--- src/rtl/vga_label_pkg.sv ---
// vga_label_pkg: character codes and cell/glyph geometry shared by the label renderer.
package vga_label_pkg;
   localparam logic [3:0] CH_DOT   = 4'd10;
   localparam logic [3:0] CH_S     = 4'd11;
   localparam logic [3:0] CH_M     = 4'd12;
   localparam logic [3:0] CH_U     = 4'd13;
   localparam logic [3:0] CH_DASH  = 4'd14;
   localparam logic [3:0] CH_BLANK = 4'd15;
   localparam int CELL_W  = 6;
   localparam int CELL_H  = 8;
   localparam int GLYPH_W = 5;
   localparam int GLYPH_H = 7;
endpackage

--- src/rtl/vga_font5x7.sv ---
// vga_font5x7: combinational 5x7 font, row bits [4:0] with bit 4 as the leftmost column.
module vga_font5x7
   import vga_label_pkg::*;
(
   input  logic [3:0] code,
   input  logic [2:0] row,
   output logic [4:0] bits
);
   logic [34:0] g;
   always_comb begin
      case (code)
         4'd0:     g = {5'b01110, 5'b10001, 5'b10011, 5'b10101, 5'b11001, 5'b10001, 5'b01110};
         4'd1:     g = {5'b00100, 5'b01100, 5'b00100, 5'b00100, 5'b00100, 5'b00100, 5'b01110};
         4'd2:     g = {5'b01110, 5'b10001, 5'b00001, 5'b00010, 5'b00100, 5'b01000, 5'b11111};
         4'd3:     g = {5'b11111, 5'b00010, 5'b00100, 5'b00010, 5'b00001, 5'b10001, 5'b01110};
         4'd4:     g = {5'b00010, 5'b00110, 5'b01010, 5'b10010, 5'b11111, 5'b00010, 5'b00010};
         4'd5:     g = {5'b11111, 5'b10000, 5'b11110, 5'b00001, 5'b00001, 5'b10001, 5'b01110};
         4'd6:     g = {5'b00110, 5'b01000, 5'b10000, 5'b11110, 5'b10001, 5'b10001, 5'b01110};
         4'd7:     g = {5'b11111, 5'b00001, 5'b00010, 5'b00100, 5'b01000, 5'b01000, 5'b01000};
         4'd8:     g = {5'b01110, 5'b10001, 5'b10001, 5'b01110, 5'b10001, 5'b10001, 5'b01110};
         4'd9:     g = {5'b01110, 5'b10001, 5'b10001, 5'b01111, 5'b00001, 5'b00010, 5'b01100};
         CH_DOT:   g = {5'b00000, 5'b00000, 5'b00000, 5'b00000, 5'b00000, 5'b00000, 5'b00100};
         CH_S:     g = {5'b00000, 5'b00000, 5'b01110, 5'b10000, 5'b01110, 5'b00001, 5'b11110};
         CH_M:     g = {5'b00000, 5'b00000, 5'b11010, 5'b10101, 5'b10101, 5'b10001, 5'b10001};
         CH_U:     g = {5'b00000, 5'b00000, 5'b10001, 5'b10001, 5'b10001, 5'b10011, 5'b01101};
         CH_DASH:  g = {5'b00000, 5'b00000, 5'b00000, 5'b11111, 5'b00000, 5'b00000, 5'b00000};
         default:  g = '0;
      endcase
      bits = (row == 3'(GLYPH_H)) ? 5'd0 : 5'(g >> (7'd5 * (7'd6 - 7'(row))));
   end
endmodule

--- src/rtl/vga_label_render.sv ---
// vga_label_render: 2-stage pipelined text label overlay with frame-synchronous label commit.
// Optional LABEL_BLINK_EN adds a BLINK input and a 64-frame blink counter.
module vga_label_render
   import vga_label_pkg::*;
#(
   parameter int CHARS = 4,
   parameter int SCALE = 1,
   parameter int X0    = 243,
   parameter int Y0    = 940
) (
   input  logic               CLK_VGA,
   input  logic               RESET_N,
   input  logic [11:0]        VGA_horzCoord,
   input  logic [11:0]        VGA_vertCoord,
   input  logic               FRAME_START,
   input  logic [4*CHARS-1:0] LBL_CODES,
   input  logic               LBL_VALID,
   output logic               LBL_READY,
   output logic               PIXEL_ON
`ifdef LABEL_BLINK_EN
   ,
   input  logic               BLINK
`endif
);
   localparam int CB = CHARS > 1 ? $clog2(CHARS) : 1;
   localparam logic [12:0] XL = 13'(X0);
   localparam logic [12:0] XH = 13'(X0 + CELL_W * SCALE * CHARS);
   localparam logic [12:0] YL = 13'(Y0);
   localparam logic [12:0] YH = 13'(Y0 + CELL_H * SCALE);
   localparam logic [11:0] CWS = 12'(CELL_W * SCALE);
   localparam logic [11:0] SC  = 12'(SCALE);
   logic [11:0] dx, dy;
   logic hit;
   logic s1_hit;
   logic [CB-1:0] s1_cell;
   logic [2:0] s1_row, s1_col;
   logic [4*CHARS-1:0] lbl, pend;
   logic full;
   logic [3:0] code;
   logic [4:0] fbits, sh;
   logic mask;
   assign dx = VGA_horzCoord - XL[11:0];
   assign dy = VGA_vertCoord - YL[11:0];
   // Range tests are done in 13 bits so coordinates left of / above the label never wrap in.
   assign hit = ({1'b0, VGA_horzCoord} >= XL) && ({1'b0, VGA_horzCoord} < XH) &&
                ({1'b0, VGA_vertCoord} >= YL) && ({1'b0, VGA_vertCoord} < YH);
   assign code = 4'(lbl >> {s1_cell, 2'b00});
   assign sh = fbits << s1_col;
   assign LBL_READY = ~full;
   vga_font5x7 u_font (.code(code), .row(s1_row), .bits(fbits));
`ifdef LABEL_BLINK_EN
   logic [5:0] bcnt;
   assign mask = BLINK & bcnt[5];
   always_ff @(posedge CLK_VGA or negedge RESET_N)
      if (!RESET_N) bcnt <= '0;
      else if (FRAME_START) bcnt <= bcnt + 6'd1;
`else
   assign mask = 1'b0;
`endif
   always_ff @(posedge CLK_VGA or negedge RESET_N) begin
      if (!RESET_N) begin
         s1_hit   <= 1'b0;
         s1_cell  <= '0;
         s1_row   <= '0;
         s1_col   <= '0;
         PIXEL_ON <= 1'b0;
         lbl      <= '1;
         pend     <= '0;
         full     <= 1'b0;
      end else begin
         s1_hit   <= hit;
         s1_cell  <= CB'(dx / CWS);
         s1_col   <= 3'((dx % CWS) / SC);
         s1_row   <= 3'(dy / SC);
         PIXEL_ON <= s1_hit & sh[4] & ~mask;
         // Commit takes priority; READY is low while full, so no transfer can collide with it.
         if (FRAME_START && full) begin
            lbl  <= pend;
            full <= 1'b0;
         end else if (LBL_VALID && !full) begin
            pend <= LBL_CODES;
            full <= 1'b1;
         end
      end
   end
endmodule

--- config.mk ---
export PLATFORM = sky130hd
export DESIGN_NAME = vga_label_render
export DESIGN_NICKNAME = d
export VERILOG_FILES = /design/src/rtl/vga_label_pkg.sv /design/src/rtl/vga_font5x7.sv /design/src/rtl/vga_label_render.sv
export SDC_FILE = /design/constraint.sdc
export NUM_CORES = 1
export LEC_CHECK = 0
export BUFFER_PORTS_ARGS = -buffer_cell sky130_fd_sc_hd__buf_2
export CAP_MARGIN = 20
export CORE_MARGIN = 3
export CORE_UTILIZATION = 45
export DETAILED_ROUTE_END_ITERATION = 8
export GPL_TIMING_DRIVEN = 0
export SLEW_MARGIN = 20
export SYNTH_ARGS = -nofsm -noshare
export SYNTH_HDL_FRONTEND = slang
export SYNTH_SLANG_ARGS = --single-unit
--- constraint.sdc ---
create_clock -name CLK_VGA -period 6.2 [get_ports CLK_VGA]
set_input_delay 1.24 -clock CLK_VGA [delete_from_list [all_inputs] [get_ports CLK_VGA]]
set_output_delay 1.24 -clock CLK_VGA [all_outputs]
set_load 0.03 [all_outputs]
Word-level counts from Yosys, hierarchy flattened

Memory sizes are Yosys's and may differ from the RTL's.
Cells that the tools add are included.

Flip-flop bits (word level): 43
Memory bits (read-only): 560
Input port bits: 44
Output and inout port bits: 2
Logic and storage cells: 37
Memories kept: 1

Add/subtract/negate cells: 3
$mul: 1
Divide/modulo/power cells: 2
$lt $le $gt $ge: 4
Eq/ne operators: 1
Shifts and indexed selects: 3
Muxes and demuxes: 3
Bitwise operators: 3
Reduce and logical (&&, ||, !) cells: 8

Memory list:

| name            | depth | bits a word | read ports | clocked after Yosys merged registers in | wr ports | line              | source |
|---|---|---|---|---|---|---|---|
| (no name shown) | 16    | 35          | 1          | 0                                       | 0        | vga_font5x7.sv:11 | `case (code)` |

Operators with widths:

| cell                                                                            | number |
|---|---|
| 35-bit by 7-bit right shift with 5-bit output                                   | 1 |
| 16-bit by 4-bit right shift with 4-bit output                                   | 1 |
| 12-bit by 3-bit divider with 12-bit output (second input constant)              | 1 |
| 12-bit by 10-bit >= comparator with 1-bit output (second input constant)        | 1 |
| 12-bit by 8-bit >= comparator with 1-bit output (second input constant)         | 1 |
| 12-bit by 10-bit less-than comparator with 1-bit output (second input constant) | 1 |
| 12-bit by 9-bit less-than comparator with 1-bit output (second input constant)  | 1 |
| 12-bit by 3-bit modulo with 12-bit output (second input constant)               | 1 |
| 12-bit by 8-bit subtractor with 12-bit output (second input constant)           | 1 |
| 3-bit by 7-bit multiplier with 7-bit output (first input constant)              | 1 |
| 1-bit logical AND                                                               | 5 |
| 5-bit 2-to-1 mux                                                                | 1 |
| 5-bit by 3-bit left shift with 5-bit output                                     | 1 |
| 3-bit by 3-bit subtractor with 4-bit output (first input constant)              | 1 |
| 3-bit equality test (second input constant)                                     | 1 |
| 3-bit subtractor (second input constant)                                        | 1 |
| 1-bit 2-to-1 mux                                                                | 2 |
| 1-bit NOT                                                                       | 2 |
| 2-bit AND reduction                                                             | 1 |
| 2-bit nonzero test                                                              | 1 |
| 1-bit bitwise AND                                                               | 1 |
| 1-bit logical NOT                                                               | 1 |

Logic depth before layout (Yosys ltp)

Gate-level depths: netlist of the first run.

Word-level depth: 6
Mapped depth: 17
Mapped depth without buffers: 14

Cells and area by module

From an unflattened synthesis of the first run, not the netlist that was laid out.

Cell total of the unflattened synthesis: 695
Area total of the unflattened synthesis: 5,769.3 um2

By module, submodules not included:

| module           | times used | cells each | area each (um2) | seq. area each (um2) |
|---|---|---|---|---|
| vga_label_render | 1          | 291        | 2,964.1         | 1,096.1 |
| vga_font5x7      | 1          | 404        | 2,805.2         | 0.0 |

Least setup slack after synthesis of the first run

Ideal clock, no wire load.

Path kind: in2reg
From: input port VGA_horzCoord[0]
To: register s1_col[1]
Setup time: 0.129 ns
Data arrival time: 4.303 ns
Setup slack: 1.768 ns
Cell stages on the path: 12
Path buffers: 1
Cell sequence: ha_1 buf_6 o311ai_4 mux2_4 xnor2_2 mux2_4 a22o_1 or3_4 o41ai_2 a211oi_2 and3_1 o41a_1

Word-level cells in the longest chain between the ends: 2

RTL lines:

| item                                          | line                   | source |
|---|---|---|
| start, declared                               | vga_label_render.sv:13 | `input logic [11:0] VGA_horzCoord,` |
| 12-bit by 8-bit subtractor with 12-bit output | vga_label_render.sv:42 | `assign dx = VGA_horzCoord - XL[11:0];` |
| 12-bit by 3-bit modulo with 12-bit output     | vga_label_render.sv:73 | `s1_col <= 3'((dx % CWS) / SC);` |
| end signal, assigned                          | vga_label_render.sv:73 |  |
| end, declared                                 | vga_label_render.sv:36 | `logic [2:0] s1_row, s1_col;` |

Every way passes these cells.
A chain may end at the register's enable or synchronous reset.

Worst setup path after layout of the first run

From: register s1_row[0]
To: register PIXEL_ON

Word-level cells in the longest chain between the ends: 6
Elaborated cells between the ends (all ways): 7
Classes of those cells: add/sub: 1; mul: 1; eq/ne: 1; shift: 2; mux: 1; bitwise: 1

RTL lines:

| item                                          | line                   | source |
|---|---|---|
| start, declared                               | vga_label_render.sv:36 |  |
| start signal, assigned                        | vga_label_render.sv:74 | `s1_row <= 3'(dy / SC);` |
| 3-bit by 3-bit subtractor with 4-bit output   | vga_font5x7.sv:29      | `bits = (row == 3'(GLYPH_H)) ? 5'd0 : 5'(g >> (7'd5 * (7'd6 - 7'(row))));` |
| 3-bit by 7-bit multiplier with 7-bit output   | vga_font5x7.sv:29      |  |
| 35-bit by 7-bit right shift with 5-bit output | vga_font5x7.sv:29      |  |
| 5-bit 2-to-1 mux *                            | vga_font5x7.sv:29      |  |
| 5-bit by 3-bit left shift with 5-bit output * | vga_label_render.sv:48 | `assign sh = fbits << s1_col;` |
| 1-bit bitwise AND *                           | vga_label_render.sv:75 | `PIXEL_ON <= s1_hit & sh[4] & ~mask;` |
| end signal, assigned                          | vga_label_render.sv:75 |  |
| end, declared                                 | vga_label_render.sv:19 | `output logic PIXEL_ON` |

Mark *: on every way between the ends. The rest lies on a longest branch, timed or not.

==> flow_metrics.env, run 1 <==
export IMPL_synth_area_leaders="dfrtp_1 13%, mux2_2 8.9%, dfstp_2 8.4%, mux2i_1 6.6%, ha_1 4.5%"
export IMPL_synth_async_sr_flop_share=1.00
export IMPL_arrival_ns=5.13
export IMPL_cts_max_level=2
export IMPL_vias=4836
export IMPL_synth_top_cell_by_area="dfrtp_1"
export IMPL_period_minus_slack_ns=4.97
export IMPL_place_area_sq_um=5400
export IMPL_regToRegSetupSlack_ns=1.23
export IMPL_drive_above_1_share=0.250
export IMPL_routedWlPerCell_um=18.6
export IMPL_end_kind="register"
export IMPL_status="complete, no violations"
export IMPL_fp_dieArea_sq_um=12500
export IMPL_ant_nets=0
export IMPL_hpwl_um=11000
export IMPL_ys_flop_type="dfrtp_1"
export IMPL_routed_wl_um=14300
export IMPL_tritoncts="built"
export IMPL_post_cts_buffers=0
export IMPL_diodes=0
export IMPL_firstDrtPassIters=5
export IMPL_crit_type="reg2reg"
export IMPL_instances_no_fill=771
export IMPL_cp_required_ns=6.36
export IMPL_rsz0062_at_grt="no"
export IMPL_slew_headroom=0.370
export IMPL_final_max_slew_viol_count=0
export IMPL_ys_seq_area_frac=0.218
export IMPL_io_pins=46
export IMPL_dpl_cell_count=763
export IMPL_numCtsBuffers=5
export IMPL_setup_viol=0
export IMPL_numPortBuffers=40
export IMPL_grt_pass1_wl_um=23700
export IMPL_synth_warnings=0
export IMPL_p_leak_nw=2.22
export IMPL_die_h_um=112
export IMPL_timing_max_cap_violations=0
export IMPL_fin_nets=697
export IMPL_drc_errors=0
export IMPL_clock_sinks=43
export IMPL_first_iter_violations=537
export IMPL_synth_seq_cells=43
export IMPL_grt_max_degree=44
export IMPL_synth_distinct_cells=85
export IMPL_vias_per_cell=6.27
export IMPL_tightestPinTransition_ns=0.944
export IMPL_core_sq_um=10600
export IMPL_fmax_mhz=201
export IMPL_grt_remaining_overflow=0
export IMPL_cts_clk_slew_worst_paths_ns=0.09
export IMPL_synth_top_area_share=0.134
export IMPL_start_util=0.475
export IMPL_cp_max_fo=10
export IMPL_worstSkewPairLatency_ns=0.29
export IMPL_ctsResizeCount=0
export IMPL_grt_pass1_vias=4605
export IMPL_start_kind="register"
export IMPL_die_w_um=112
export IMPL_ctsRootBufferMaster="clkbuf_8"
export IMPL_totalPowerFinal_mw=3.08
export IMPL_cts_path_max_buffers=2
export IMPL_holdWs_ns=0.509
export IMPL_max_vdd_ir_drop_mv=0.338
export IMPL_fin_worst_skew_ns=0.0108
export IMPL_antenna_found_initial=0
export IMPL_rows=37
export IMPL_fin_area_sq_um=5540
export IMPL_min_period_over_period=0.802
export IMPL_hold_buffers=0
export IMPL_hold_class="reg2reg"
export IMPL_synth_nets=650
export IMPL_avgSynthCellArea_sq_um=8.58
export IMPL_hold_violations=0
export IMPL_grtUsageTotal=0.227
export IMPL_power_density_nw_per_um2=555
export IMPL_synth_edf_count=0
export IMPL_area_growth_syn_to_layout_pct=10.1
export IMPL_syn_inst=587
export IMPL_gp_congestion=0.982
export IMPL_netlist_area_sq_um=5030
export IMPL_setup_tns_ns=0
synth_stat cells (3+ instances only):
cell type   n
nand2_1    51
mux2_2     40
o21ai_0    37
a21oi_1    34
mux2i_1    33
nor2_1     32
dfrtp_1    27
clkbuf_1   26
ha_1       18
inv_1      17
dfstp_2    16
a31oi_1    15
nor3_1     15
nand3_1    13
buf_2      12
nor2b_1    12
xnor2_1    12
a211oi_1   11
nand2b_1   11
mux4_2      9
and3_1      8
buf_1       7
nor4_1      7
a2111oi_0   6
o211ai_1    6
a211o_1     5
xor2_1      5
a22oi_1     4
and2_1      4
nand4_1     4
o21a_1      4
o31ai_1     4
or2_2       4
a21o_1      3
buf_6       3
o2111ai_1   3
o221ai_1    3
o22ai_1     3
worst max-delay path, cell delays in order (launching register included):
cell	delay [ns]
dfrtp_1	0.53
buf_1	0.49
buf_1	0.46
buf_1	0.48
and3_1	0.32
ha_1	0.26
ha_1	0.27
clkbuf_1	0.31
clkbuf_1	0.44
clkbuf_1	0.39
a211oi_1	0.13
o311ai_0	0.37
a31oi_1	0.09
o21ai_0	0.19
a31oi_1	0.11
registers in the layout (all words and copies together) (netlist names):
name / cells
lbl: 16
pend: 16
s1_col: 3
s1_row: 3
s1_cell: 2
PIXEL_ON: 1
full: 1
s1_hit: 1
report_power, final:
part	switching, mW	internal, mW	leakage [nW]
clock network	0.101	0.163	0.0703
logic	1.45	0.927	1.66
registers	0.0451	0.394	0.489
final timing paths:
| path | startpoint | endpoint | depth (start not counted) |
|---|---|---|---|
| min in group asynchronous | RESET_N | pend[12]$_DFFE_PN0P_ | 1 |
| max in group asynchronous | RESET_N | PIXEL_ON$_DFF_PN0_ | 1 |
| hold / removal | pend[13]$_DFFE_PN0P_ | pend[13]$_DFFE_PN0P_ | 1 |
| setup reg to reg | s1_row[0]$_DFF_PN0_ | PIXEL_ON$_DFF_PN0_ | 14 |
| setup / recovery | s1_row[0]$_DFF_PN0_ | PIXEL_ON$_DFF_PN0_ | 14 |
| hold reg to reg | pend[13]$_DFFE_PN0P_ | pend[13]$_DFFE_PN0P_ | 1 |
cell usage in the layout, fill, tap and decap left out, drive strengths merged, types with 19 or more instances in the layout:
master / instances
a21oi: 35
buf: 62
mux2i: 35
inv: 19
o21ai: 38
nand2: 51
mux2: 43
dfrtp: 27
nor2: 32
clkbuf: 31
layer usage:
metal,global-route usage,part of all wire
met3,0.0245,0.053
met2,0.391,0.50
met5,0,0
met1,0.301,0.43
met4,0.0641,0.022
area by class of cell:
class,instances,area [sq um]
Fill cell,1023,5060
Multi-Input combinational cell,477,3650
Sequential cell,43,1100
Buffer,48,218
Timing Repair Buffer,40,200
Tap cell,136,170
Clock inverter,3,71.3
Inverter,19,71.3
Clock buffer,5,68.8
through the flow:
step,utilization,worst slack (ns)
2_1_floorplan,-,1.77
3_3_place_gp,0.510,1.29
3_5_place_dp,0.510,1.28
4_1_cts,0.523,1.31
5_1_grt,0.523,0.833
6_report,0.523,1.23
logic make-up after synthesis:
logic type | count (synthesis) | synth area share
simple gates | 178 | 0.181
compound gates | 173 | 0.247
mux | 87 | 0.209
buf+inv | 67 | 0.0574
flops | 43 | 0.218
xor+xnor | 20 | 0.0393
fa+ha+maj | 19 | 0.0487
(Power assumes the default switching activity.)
==> run 2: changes to the inputs <==
--- a/config.mk
+++ b/config.mk
@@ -11,6 +11,7 @@
 export CORE_UTILIZATION = 45
 export DETAILED_ROUTE_END_ITERATION = 8
 export GPL_TIMING_DRIVEN = 0
+export PLACE_DENSITY = 0.66
 export SLEW_MARGIN = 20
 export SYNTH_ARGS = -nofsm -noshare
 export SYNTH_HDL_FRONTEND = slang
==> constraint.sdc (replaced) <==
create_clock -name CLK_VGA -period 4.2 [get_ports CLK_VGA]
set_input_delay 0.84 -clock CLK_VGA [delete_from_list [all_inputs] [get_ports CLK_VGA]]
set_output_delay 0.84 -clock CLK_VGA [all_outputs]
set_load 0.03 [all_outputs]
==> run 2 against run 1 <==
Effect of this change: core utilization up 1.9 points; critical path depth decreased by 1; cell count decreased by 0.26%; sequential power increased by 51%; design area is 3.7% higher; routed wire length decreased by 1.5%; combinational power is 51% higher; die area stayed put; sequential share of layout area is 0.68 points lower; register-to-register slack got worse by 0.96 ns; worst setup slack lost 1.2 ns; clock power grew 47%.
==> flow_metrics.env, run 2 (synthesis results as in run 1) <==
export IMPL_min_period_over_period=0.984
export IMPL_routed_wl_um=14100
export IMPL_die_w_um=112
export IMPL_cts_max_level=2
export IMPL_first_iter_violations=424
export IMPL_ctsRootBufferMaster="clkbuf_8"
export IMPL_hold_buffers=0
export IMPL_pwr_share_clk=0.084
export IMPL_fmax_mhz=242
export IMPL_worstSkewPairLatency_ns=0.29
export IMPL_cts_clk_slew_worst_paths_ns=0.09
export IMPL_p_switching_mw=2.37
export IMPL_numPortBuffers=40
export IMPL_setup_tns_ns=0
export IMPL_grt_pass1_vias=4800
export IMPL_drive_above_1_share=0.299
export IMPL_ant_nets=0
export IMPL_fin_area_sq_um=5750
export IMPL_switching_share=0.512
export IMPL_grt_pass1_wl_um=23400
export IMPL_dpl_cell_count=763
export IMPL_slew_headroom=0.387
export IMPL_arrival_ns=4.30
export IMPL_fin_worst_skew_ns=0.00448
export IMPL_grt_remaining_overflow=0
export IMPL_cp_max_fo=8
export IMPL_start_util=0.475
export IMPL_holdWs_ns=0.510
export IMPL_tightestPinTransition_ns=0.920
export IMPL_hold_class="reg2reg"
export IMPL_gp_congestion=0.957
export IMPL_vias_per_cell=6.43
export IMPL_cts_path_max_buffers=2
export IMPL_fin_nets=695
export IMPL_hold_violations=0
export IMPL_final_max_slew_viol_count=0
export IMPL_place_worst_setup_slack_ns=-0.688
export IMPL_internal_power_mw=2.27
export IMPL_tritoncts="built"
export IMPL_die_h_um=112
export IMPL_totalPowerFinal_mw=4.64
export IMPL_antenna_found_initial=0
export IMPL_place_area_sq_um=5400
export IMPL_layout_common_cells="55 x buf_2, 51 x nand2_1, 40 x mux2_2, 36 x o21ai_0, 34 x a21oi_1"
export IMPL_start_kind="input port"
export IMPL_end_kind="register"
export IMPL_fp_dieArea_sq_um=12500
export IMPL_final_util=0.542
export IMPL_top_regs="lbl (16), pend (16)"
export IMPL_power_density_nw_per_um2=808
export IMPL_final_common_cell="buf_2"
export IMPL_rows=37
export IMPL_instances_no_fill=769
export IMPL_drc_errors=0
export IMPL_diodes=0
export IMPL_status="complete, no violations"
export IMPL_grtUsageTotal=0.220
export IMPL_io_pins=46
export IMPL_vias=4944
export IMPL_setup_ws_ns=0.0682
export IMPL_grt_max_degree=44
export IMPL_timing_max_cap_violations=0
export IMPL_routedWlPerCell_um=18.4
export IMPL_cp_required_ns=4.37
export IMPL_clock_sinks=43
export IMPL_crit_type="in2reg"
export IMPL_period_minus_slack_ns=4.13
export IMPL_comb_power_share=0.774
export IMPL_setup_viol=0
export IMPL_final_fill_count=956
export IMPL_p_seq_frac=0.142
export IMPL_area_growth_syn_to_layout_pct=14.2
export IMPL_hpwl_um=10800
export IMPL_max_vdd_ir_drop_mv=0.472
export IMPL_numCtsBuffers=5
export IMPL_core_sq_um=10600
export IMPL_firstDrtPassIters=6
export IMPL_p_leak_nw=2.28
==> run 2: cell count changes in the layout (fill, tap and decap cells not counted), moves of 3 or more <==
| cell | delta |
|---|---|
| buf_4 | +3 |
| buf_2 | +3 |
| ha_1 | -3 |
| buf_1 | -4 |
| ha_2 | +3 |
| a2111oi_0 | -4 |
| clkbuf_1 | -7 |
==> run 2: worst max-delay path: stages <==
cell and delay, ns:
buf_2 0.15, ha_2 0.20, buf_6 0.13, o311ai_4 0.31, mux2_4 0.38, xnor2_4 0.19, mux2_4 0.28, a22o_4 0.26
or3_4 0.45, o41ai_4 0.43, a211oi_4 0.11, and3_1 0.19, o41a_1 0.37
==> run 2: path summary, 6_finish.rpt <==
path / start / endpoint / slack [ns] / depth (start not counted)
max in group asynchronous: RESET_N / s1_cell[0]$_DFF_PN0_ / 2.88 / 1
max: VGA_horzCoord[0] / s1_col[1]$_DFF_PN0_ / 0.07 / 13
max reg2reg: s1_cell[0]$_DFF_PN0_ / PIXEL_ON$_DFF_PN0_ / 0.27 / 13
min reg2reg: pend[10]$_DFFE_PN0P_ / pend[10]$_DFFE_PN0P_ / 0.51 / 1
min: pend[10]$_DFFE_PN0P_ / pend[10]$_DFFE_PN0P_ / 0.51 / 1
min in group asynchronous: RESET_N / pend[12]$_DFFE_PN0P_ / 0.68 / 1
==> run 2: what timing repair did <==
action                     in CTS  in global routing
setup endpoints to repair       2                  4
pin swaps                       1                 12
hold endpoints to repair        0                  0
gates resized for setup        11                 34
buffers inserted                0                  3
==> run 2: area by class of cell <==
type / instances / area [sq um] / area share
Clock buffer: 5 / 68.8 / 0.0120
Timing Repair Buffer: 43 / 223 / 0.0387
Tap cell: 136 / 170 / 0.0296
Clock inverter: 3 / 71.3 / 0.0124
Buffer: 43 / 209 / 0.0363
Inverter: 19 / 71.3 / 0.0124
Sequential cell: 43 / 1100 / 0.191
Multi-Input combinational cell: 477 / 3840 / 0.668
==> run 2: routing by layer <==
layer	vias to the layer above	GRT usage	part of all wire	wire length, um
met5	-	0	0	0
met4	0	0.0722	0.032	453
met3	46	0.0185	0.060	851
met2	225	0.371	0.48	6810
met1	2387	0.298	0.43	6020
li1	2286	-	-	-
==> run 2: power groups by stage <==
stage	Sequential [mW]	Clock (mW)	Combinational (mW)
after floorplan	0.630	0	2.55
final	0.661	0.389	3.59
after global routing	0.679	0.415	3.88
after global placement	0.651	0	3.30
after detailed placement	0.658	0	3.36
after CTS	0.663	0.400	3.38
